File: src/rtl/bin_to_rns_64.sv
// rtl/bin_to_rns_64.sv - byte-serial binary to 9-modulus RNS forward converter with frame index
// Define BIN2RNS_SIGNED_EN for two's-complement input (abs stage plus residue negation in FIX).

`ifndef B0
`define B0 2
`endif
`ifndef B1
`define B1 255
`endif
`ifndef B2
`define B2 253
`endif
`ifndef B3
`define B3 251
`endif
`ifndef B4
`define B4 247
`endif
`ifndef B5
`define B5 241
`endif
`ifndef B6
`define B6 239
`endif
`ifndef B7
`define B7 233
`endif
`ifndef B8
`define B8 229
`endif

module bin_to_rns_64 #(
   parameter int DATA_W = 64,
   parameter int N      = 100
) (
   input  logic              clk,
   input  logic              reset,
   input  logic [DATA_W-1:0] in_data,
   input  logic              in_valid,
   output logic              in_ready,
   output logic [64:0]       out_rns,
   output logic              out_valid,
   input  logic              out_ready,
   output logic [31:0]       out_idx,
   output logic              out_last
);

   localparam int NBYTES   = DATA_W / 8;
   localparam int MODS [8] = '{`B1, `B2, `B3, `B4, `B5, `B6, `B7, `B8};

   typedef enum logic [1:0] {IDLE, CONV, FIX, HOLD} state_t;

   state_t            state;
   state_t            state_d;
   logic [DATA_W-1:0] mag_in;
   logic [DATA_W-1:0] mag_sh;
   logic              mag_lsb;
   logic [3:0]        cnt;
   logic [7:0]        res     [8];
   logic [7:0]        res_fix [8];
   logic              accept;
   logic              last_byte;
`ifdef BIN2RNS_SIGNED_EN
   logic              sign;
`endif

   // {r, b} is r*256 + b; the largest value 255*256+255 fits the 16-bit intermediate
   function automatic logic [7:0] mod_step(input logic [7:0] r, input logic [7:0] b, input int m);
      logic [15:0] t;
      t = {r, b} % 16'(m);
      return t[7:0];
   endfunction

   assign accept    = (state == IDLE) && in_valid && in_ready;
   assign last_byte = (cnt == 4'(NBYTES - 1));

   always_comb begin
      mag_in = in_data;
`ifdef BIN2RNS_SIGNED_EN
      // the most-negative value negates to itself, which is the correct unsigned magnitude
      if (in_data[DATA_W-1]) mag_in = ~in_data + DATA_W'(1);
`endif
   end

   always_comb begin
      for (int k = 0; k < 8; k++) begin
         res_fix[k] = res[k];
`ifdef BIN2RNS_SIGNED_EN
         if (sign && (res[k] != 8'd0)) res_fix[k] = 8'(MODS[k] - int'(res[k]));
`endif
      end
   end

   always_comb begin
      state_d = state;
      case (state)
         IDLE:    if (accept) state_d = CONV;
         CONV:    if (last_byte) state_d = FIX;
         FIX:     state_d = HOLD;
         HOLD:    if (out_ready) state_d = IDLE;
         default: state_d = IDLE;
      endcase
   end

   always_ff @(posedge clk) begin
      if (reset) begin
         state     <= IDLE;
         in_ready  <= 1'b0;
         out_rns   <= '0;
         out_valid <= 1'b0;
         out_idx   <= '0;
         out_last  <= 1'b0;
         mag_sh    <= '0;
         mag_lsb   <= 1'b0;
         cnt       <= '0;
         for (int k = 0; k < 8; k++) res[k] <= '0;
`ifdef BIN2RNS_SIGNED_EN
         sign      <= 1'b0;
`endif
      end else begin
         state    <= state_d;
         in_ready <= (state_d == IDLE);
         case (state)
            IDLE: begin
               if (accept) begin
                  mag_sh  <= mag_in;
                  mag_lsb <= mag_in[0];
                  cnt     <= '0;
                  for (int k = 0; k < 8; k++) res[k] <= '0;
`ifdef BIN2RNS_SIGNED_EN
                  sign    <= in_data[DATA_W-1];
`endif
               end
            end
            CONV: begin
               // MSB byte first; the shift register keeps the next byte at the top
               for (int k = 0; k < 8; k++) res[k] <= mod_step(res[k], mag_sh[DATA_W-1 -: 8], MODS[k]);
               mag_sh <= mag_sh << 8;
               cnt    <= cnt + 4'd1;
            end
            FIX: begin
               out_rns   <= {res_fix[7], res_fix[6], res_fix[5], res_fix[4],
                             res_fix[3], res_fix[2], res_fix[1], res_fix[0], mag_lsb};
               out_valid <= 1'b1;
               out_last  <= (out_idx == 32'(N - 1));
            end
            HOLD: begin
               if (out_ready) begin
                  out_valid <= 1'b0;
                  out_last  <= 1'b0;
                  out_idx   <= (out_idx == 32'(N - 1)) ? 32'd0 : out_idx + 32'd1;
               end
            end
            default: ;
         endcase
      end
   end

endmodule

File: config.mk
export PLATFORM = sky130hd
export DESIGN_NAME = bin_to_rns_64
export DESIGN_NICKNAME = d
export VERILOG_FILES = /design/src/rtl/bin_to_rns_64.sv
export SDC_FILE = /design/constraint.sdc
export NUM_CORES = 1
export LEC_CHECK = 0
export BUFFER_PORTS_ARGS = -buffer_cell sky130_fd_sc_hd__buf_4
export CORE_ASPECT_RATIO = 0.5
export CORE_MARGIN = 2
export CORE_UTILIZATION = 55
export CTS_CLUSTER_SIZE = 24
export DETAILED_ROUTE_END_ITERATION = 12
export PLACE_DENSITY = 0.73
export SKIP_LAST_GASP = 1
export SYNTH_ARGS = -nofsm -noshare
export SYNTH_HDL_FRONTEND = slang
export SYNTH_SLANG_ARGS = --single-unit
File: constraint.sdc
create_clock -name clk -period 15.21 [get_ports clk]
set_clock_uncertainty 0.05 [all_clocks]
set_input_delay 3.042 -clock clk [delete_from_list [all_inputs] [get_ports clk]]
set_output_delay 3.042 -clock clk [all_outputs]
set_load 0.01 [all_outputs]
# --- Word level (Yosys, flattened, before mapping) ---
# Memories as Yosys holds them, arrays and structs flattened.
# Index checks and enable logic that the tools add are counted.
op_classes:
  n_addsub: 2
  div: 8
  eq_ne: 7
  mux: 37
  n_bitwise: 16
  n_reduce_logical: 10
ops:
  columns: ["operator", "count"]
  rows:
  - ["remainder unit 16 x 8 -> 16 bit (second input constant)", 8]
  - ["two-way mux 8 bit", 16]
  - ["one-hot mux 64 bit (2 select lines)", 1]
  - ["two-way mux 64 bit", 1]
  - ["adder 32 x 1 -> 32 bit (second input constant)", 1]
  - ["== test 32 x 7 -> 1 bit (second input constant)", 1]
  - ["two-way mux 32 bit", 1]
  - ["OR 1 bit", 16]
  - ["two-way mux 1 bit", 10]
  - ["one-hot mux 2 bit (4 select lines)", 1]
  - ["one-hot mux 4 bit (2 select lines)", 1]
  - ["AND reduction 2 bit", 4]
  - ["two-way mux 2 bit", 3]
  - ["adder 4 x 1 -> 4 bit (second input constant)", 1]
  - ["== test 2 bit (second input constant)", 2]
  - ["== test 4 x 3 -> 1 bit (second input constant)", 1]
  - ["logical NOT 2 bit", 2]
  - ["two-way mux 4 bit", 1]
  - ["!= test 2 bit (second input constant)", 2]
  - ["one-hot mux 1 bit (2 select lines)", 2]
  - ["nonzero test 2 bit", 2]
  - ["== test 2 x 1 -> 1 bit (second input constant)", 1]
  - ["logical AND 1 bit", 2]
word_totals:
  regBits: 171
  ramBits: 64
  input_bits: 68
  out_inout_bits: 100
  word_cells: 90
  n_memories: 1
memory_table:
  columns: ["memory", "depth", "word_bits", "rd", "rd_clocked_by_memory_dff", "wr", "line_no", "text"]
  rows:
  - ["res", 8, 8, 8, 0, 8, "59", "logic [7:0] res [8];"]

# --- Logic depth before layout (Yosys ltp) ---
logic_depth:
  word_depth: 9
  mapped_depth: 39
  ltp_nobuf: 30

# --- Least setup slack after synthesis ---
# No wires, ideal clock.
synth_path:
  path_type: "flip-flop to flip-flop"
  startpoint: "register mag_sh[63]"
  endpoint: "memory res[0][7]"
  setup_time_ns: 0.137
  arrival_ns: 7.857
  required_ns: 15.023
  path_slack_ns: 7.166
  path_stages_with_launch: 38
  period_less_slack_ns: 8.044
  cell_sequence: "dfxtp_1 > buf_4 > buf_8 > buf_8 > buf_6 > buf_6 > buf_6 > buf_4 > nor2_1 > a211o_1 > a21o_1 > o2111ai_1 > a2111oi_4 > xnor2_1 > nand3_1 > a2111oi_1 > nor2_1 > o221ai_1 > (+2 left out) > mux2_2 > o311ai_0 > nand2_1 > ha_1 > nand3_1 > a311oi_1 > a31o_1 > a21o_1 > a21boi_2 > xnor2_1 > ha_1 > nand3_1 > mux2_2 > o31a_1 > nor4b_2 > nand4_1 > xnor2_1 > o22ai_1"
synth_lines:
  columns: ["item", "line_no", "text"]
  rows:
  - ["start, declared", "56", "logic [DATA_W-1:0] mag_sh;"]
  - ["start signal, assigned", "126", "mag_sh <= mag_in;"]
  - ["start signal, assigned", "138", "mag_sh <= mag_sh << 8;"]
  - ["end, declared", "59", null]

==> flow_metrics.env <==
export IMPL_syn_nets=4345
export IMPL_rrSetupSlack_ns=4.86
export IMPL_synth_top_family_by_area="compound AO/OA/AOI/OAI gates"
export IMPL_drv_cap=0
export IMPL_clk_path_buf_depth=3
export IMPL_hold_viol_final=0
export IMPL_syn_instance_count=4251
export IMPL_synth_area_mux_share_pct=3.38
export IMPL_yosysSeqAreaShare_pct=17.1
export IMPL_fin_crit_sh_pct=68.0
export IMPL_slowest_stage="a2111oi_0"
export IMPL_endpoint="res[1][25]"
export IMPL_cp_arrival_ns=10.73
export IMPL_core_rowCount=61
export IMPL_synth_fa_ha_area_share_pct=1.59
export IMPL_final_cell_mix="nand2_1, nor2_1, a21oi_1, buf_4, o21ai_0"
export IMPL_grt_pass1_wl_um=161000
export IMPL_die_area_um2=58000
export IMPL_syn_area_per_cell_um2=7.24
export IMPL_tightestPinTransition_ns=1.44
export IMPL_slew_violations=0
export IMPL_num_nets_final=4296
export IMPL_antenna_cells=0
export IMPL_startpoint="mag_sh[63]"
export IMPL_wl_per_cell_um=20.6
export IMPL_reg2reg_to="res[1][25]"
export IMPL_synthArstFlopShare_pct=0
export IMPL_cts_resized=0
export IMPL_synth_yosys_warnings=0
export IMPL_post_cts_buffers=0
export IMPL_synthXorXnorAreaFrac_pct=6.24
export IMPL_max_stage_delay_ns=0.71
export IMPL_netlist_area_um2=30800
export IMPL_die_width_um=338
export IMPL_fin_crit_ns=10.35
export IMPL_drc=0
export IMPL_overflow=0
export IMPL_finalWeightedCongestion=0.990
export IMPL_fmax_ghz=0.0966
export IMPL_worstPathRequired_ns=15.59
export IMPL_clock_latency_ns=0.59
export IMPL_hp_class="flop to flop"
export IMPL_initial_utilization_pct=55.5
export IMPL_path_class="flop to flop"
export IMPL_final_common_cell="nand2_1"
export IMPL_drive_gt1_share_pct=12.8
export IMPL_clock_sinks=235
export IMPL_boundaryPins=168
export IMPL_cts_buffers=26
export IMPL_reg2reg_depth=29
export IMPL_ys_flop_type="dfxtp_1"
export IMPL_antenna_found_initial=0
export IMPL_firstDrtPassIters=6
export IMPL_viasPerCell=6.89
export IMPL_hold_buffers=0
export IMPL_setup_tns_ns=0
export IMPL_max_slew_margin_rel_pct=3.62
export IMPL_synth_seq_cells=235
export IMPL_status="completed"
export IMPL_port_buffers=167
export IMPL_vias=34300
export IMPL_clkTransAtPathRegs_ns=0.07
export IMPL_cts_tree="yes"
export IMPL_postRouteAntennaNets=0
export IMPL_setup_violations=0
export IMPL_synth_compound_area_share_pct=37.8
export IMPL_htree_levels=1
export IMPL_grt_setup_unrepaired="false"
export IMPL_r2r_start="mag_sh[63]"
export IMPL_design_core_area_um2=55400
export IMPL_cp_start_kind="flop"
export IMPL_drt_iter0_drc=3994
export IMPL_crit_path_max_fanout=45
export IMPL_synth_cell_types=153
export IMPL_grt_usage_pct=33.4
export IMPL_routed_wl_um=102000
export IMPL_grt_max_degree=119
export IMPL_hpwl_um=74500
export IMPL_area_growth_pct=6.75
export IMPL_cts_root_buf="clkbuf_16"
export IMPL_synth_simple_area_share_pct=28.9
export IMPL_synth_edf_count=56
export IMPL_grt_pass1_vias=30200
export IMPL_die_h_um=171
export IMPL_end_kind="flop"
[state kept, by name, summed over array words and instances (netlist names)]
name       flops
cnt            4
in_ready       1
mag_lsb        1
mag_sh        64
out_idx       32
out_last       1
out_rns       65
out_valid      1
res           64
state          2
[layer usage]
metal | up-vias | global-route usage (%) | share of wire [%]
li1 | 16200 | - | -
met1 | 16200 | 47.4 | 45
met2 | 1649 | 51.3 | 42
met3 | 226 | 6.31 | 10
met4 | 0 | 9.66 | 3.1
met5 | - | 0 | 0
[cells in the mapped netlist, types with 72 or more instances]
master / instances / area share, %
nand3_1: 149 / 2.4
a311oi_1: 85 / 2.4
o21ai_0: 195 / 3.2
clkbuf_1: 168 / 2.0
dfxtp_1: 179 / 12
a31oi_1: 72 / 1.5
nor2_1: 390 / 4.8
nand2_1: 587 / 7.2
nor3_1: 121 / 2.0
buf_2: 72 / 1.2
a21oi_1: 301 / 4.9
xnor2_1: 137 / 3.9
[per-stage QoR]
| step | instances | hold WS [ns] | utilization [%] | setup WS (ns) | cell area, um^2 |
|---|---|---|---|---|---|
| 4_1_cts | 4977 | 0.406 | 59.3 | 5.11 | 32800 |
| 3_3_place_gp | 4930 | 0.393 | 57.8 | 5.60 | 32000 |
| 3_5_place_dp | 4930 | 0.397 | 57.8 | 5.22 | 32000 |
| 5_1_grt | 4977 | 0.421 | 59.3 | 4.11 | 32800 |
| 2_1_floorplan | 4251 | 0.382 | - | 7.17 | 30800 |
| 6_report | 4977 | 0.403 | 59.3 | 4.86 | 32800 |
[worst min path at each step]
stage,from,depth (start not counted),endpoint,slack (ns)
global placement,out_rns[60],2,out_rns[60],0.39
detailed placement,out_rns[36],2,out_rns[36],0.40
finish,out_rns[48],2,out_rns[48],0.40
global route,out_rns[37],2,out_rns[37],0.42
floorplan,mag_lsb,2,out_rns[0],0.38
CTS,out_rns[36],2,out_rns[36],0.41
[worst max-delay path, delay by kind of cell, from the launching register on]
kind	cells	cell delay, ns
buf+inv	2	1.01
simple gates	6	1.23
compound gates	13	4.39
xor+xnor	2	0.59
fa+ha+maj	3	0.92
mux	3	1.30
flops	1	0.63
[cell type report]
type	instances	area, um^2
multi-input cells	3673	24000
fillers	5279	22600
flip-flops and latches	235	5280
repair buffers	201	1510
well taps	756	946
clock buffers	31	711
inverters	65	244
clock inverters	16	123
[cells by family (layout without fill, tap and decap cells)]
| group | count (synthesis) | in the layout |
|---|---|---|
| compound gates | 1533 | 1533 |
| xor+xnor | 207 | 207 |
| fa+ha+maj | 42 | 42 |
| buf+inv | 343 | 313 |
| flops | 235 | 235 |
| mux | 97 | 97 |
| simple gates | 1794 | 1794 |
Power is not shown: default switching activity piles up to over one toggle a cycle in this logic, so the estimate is an artifact.
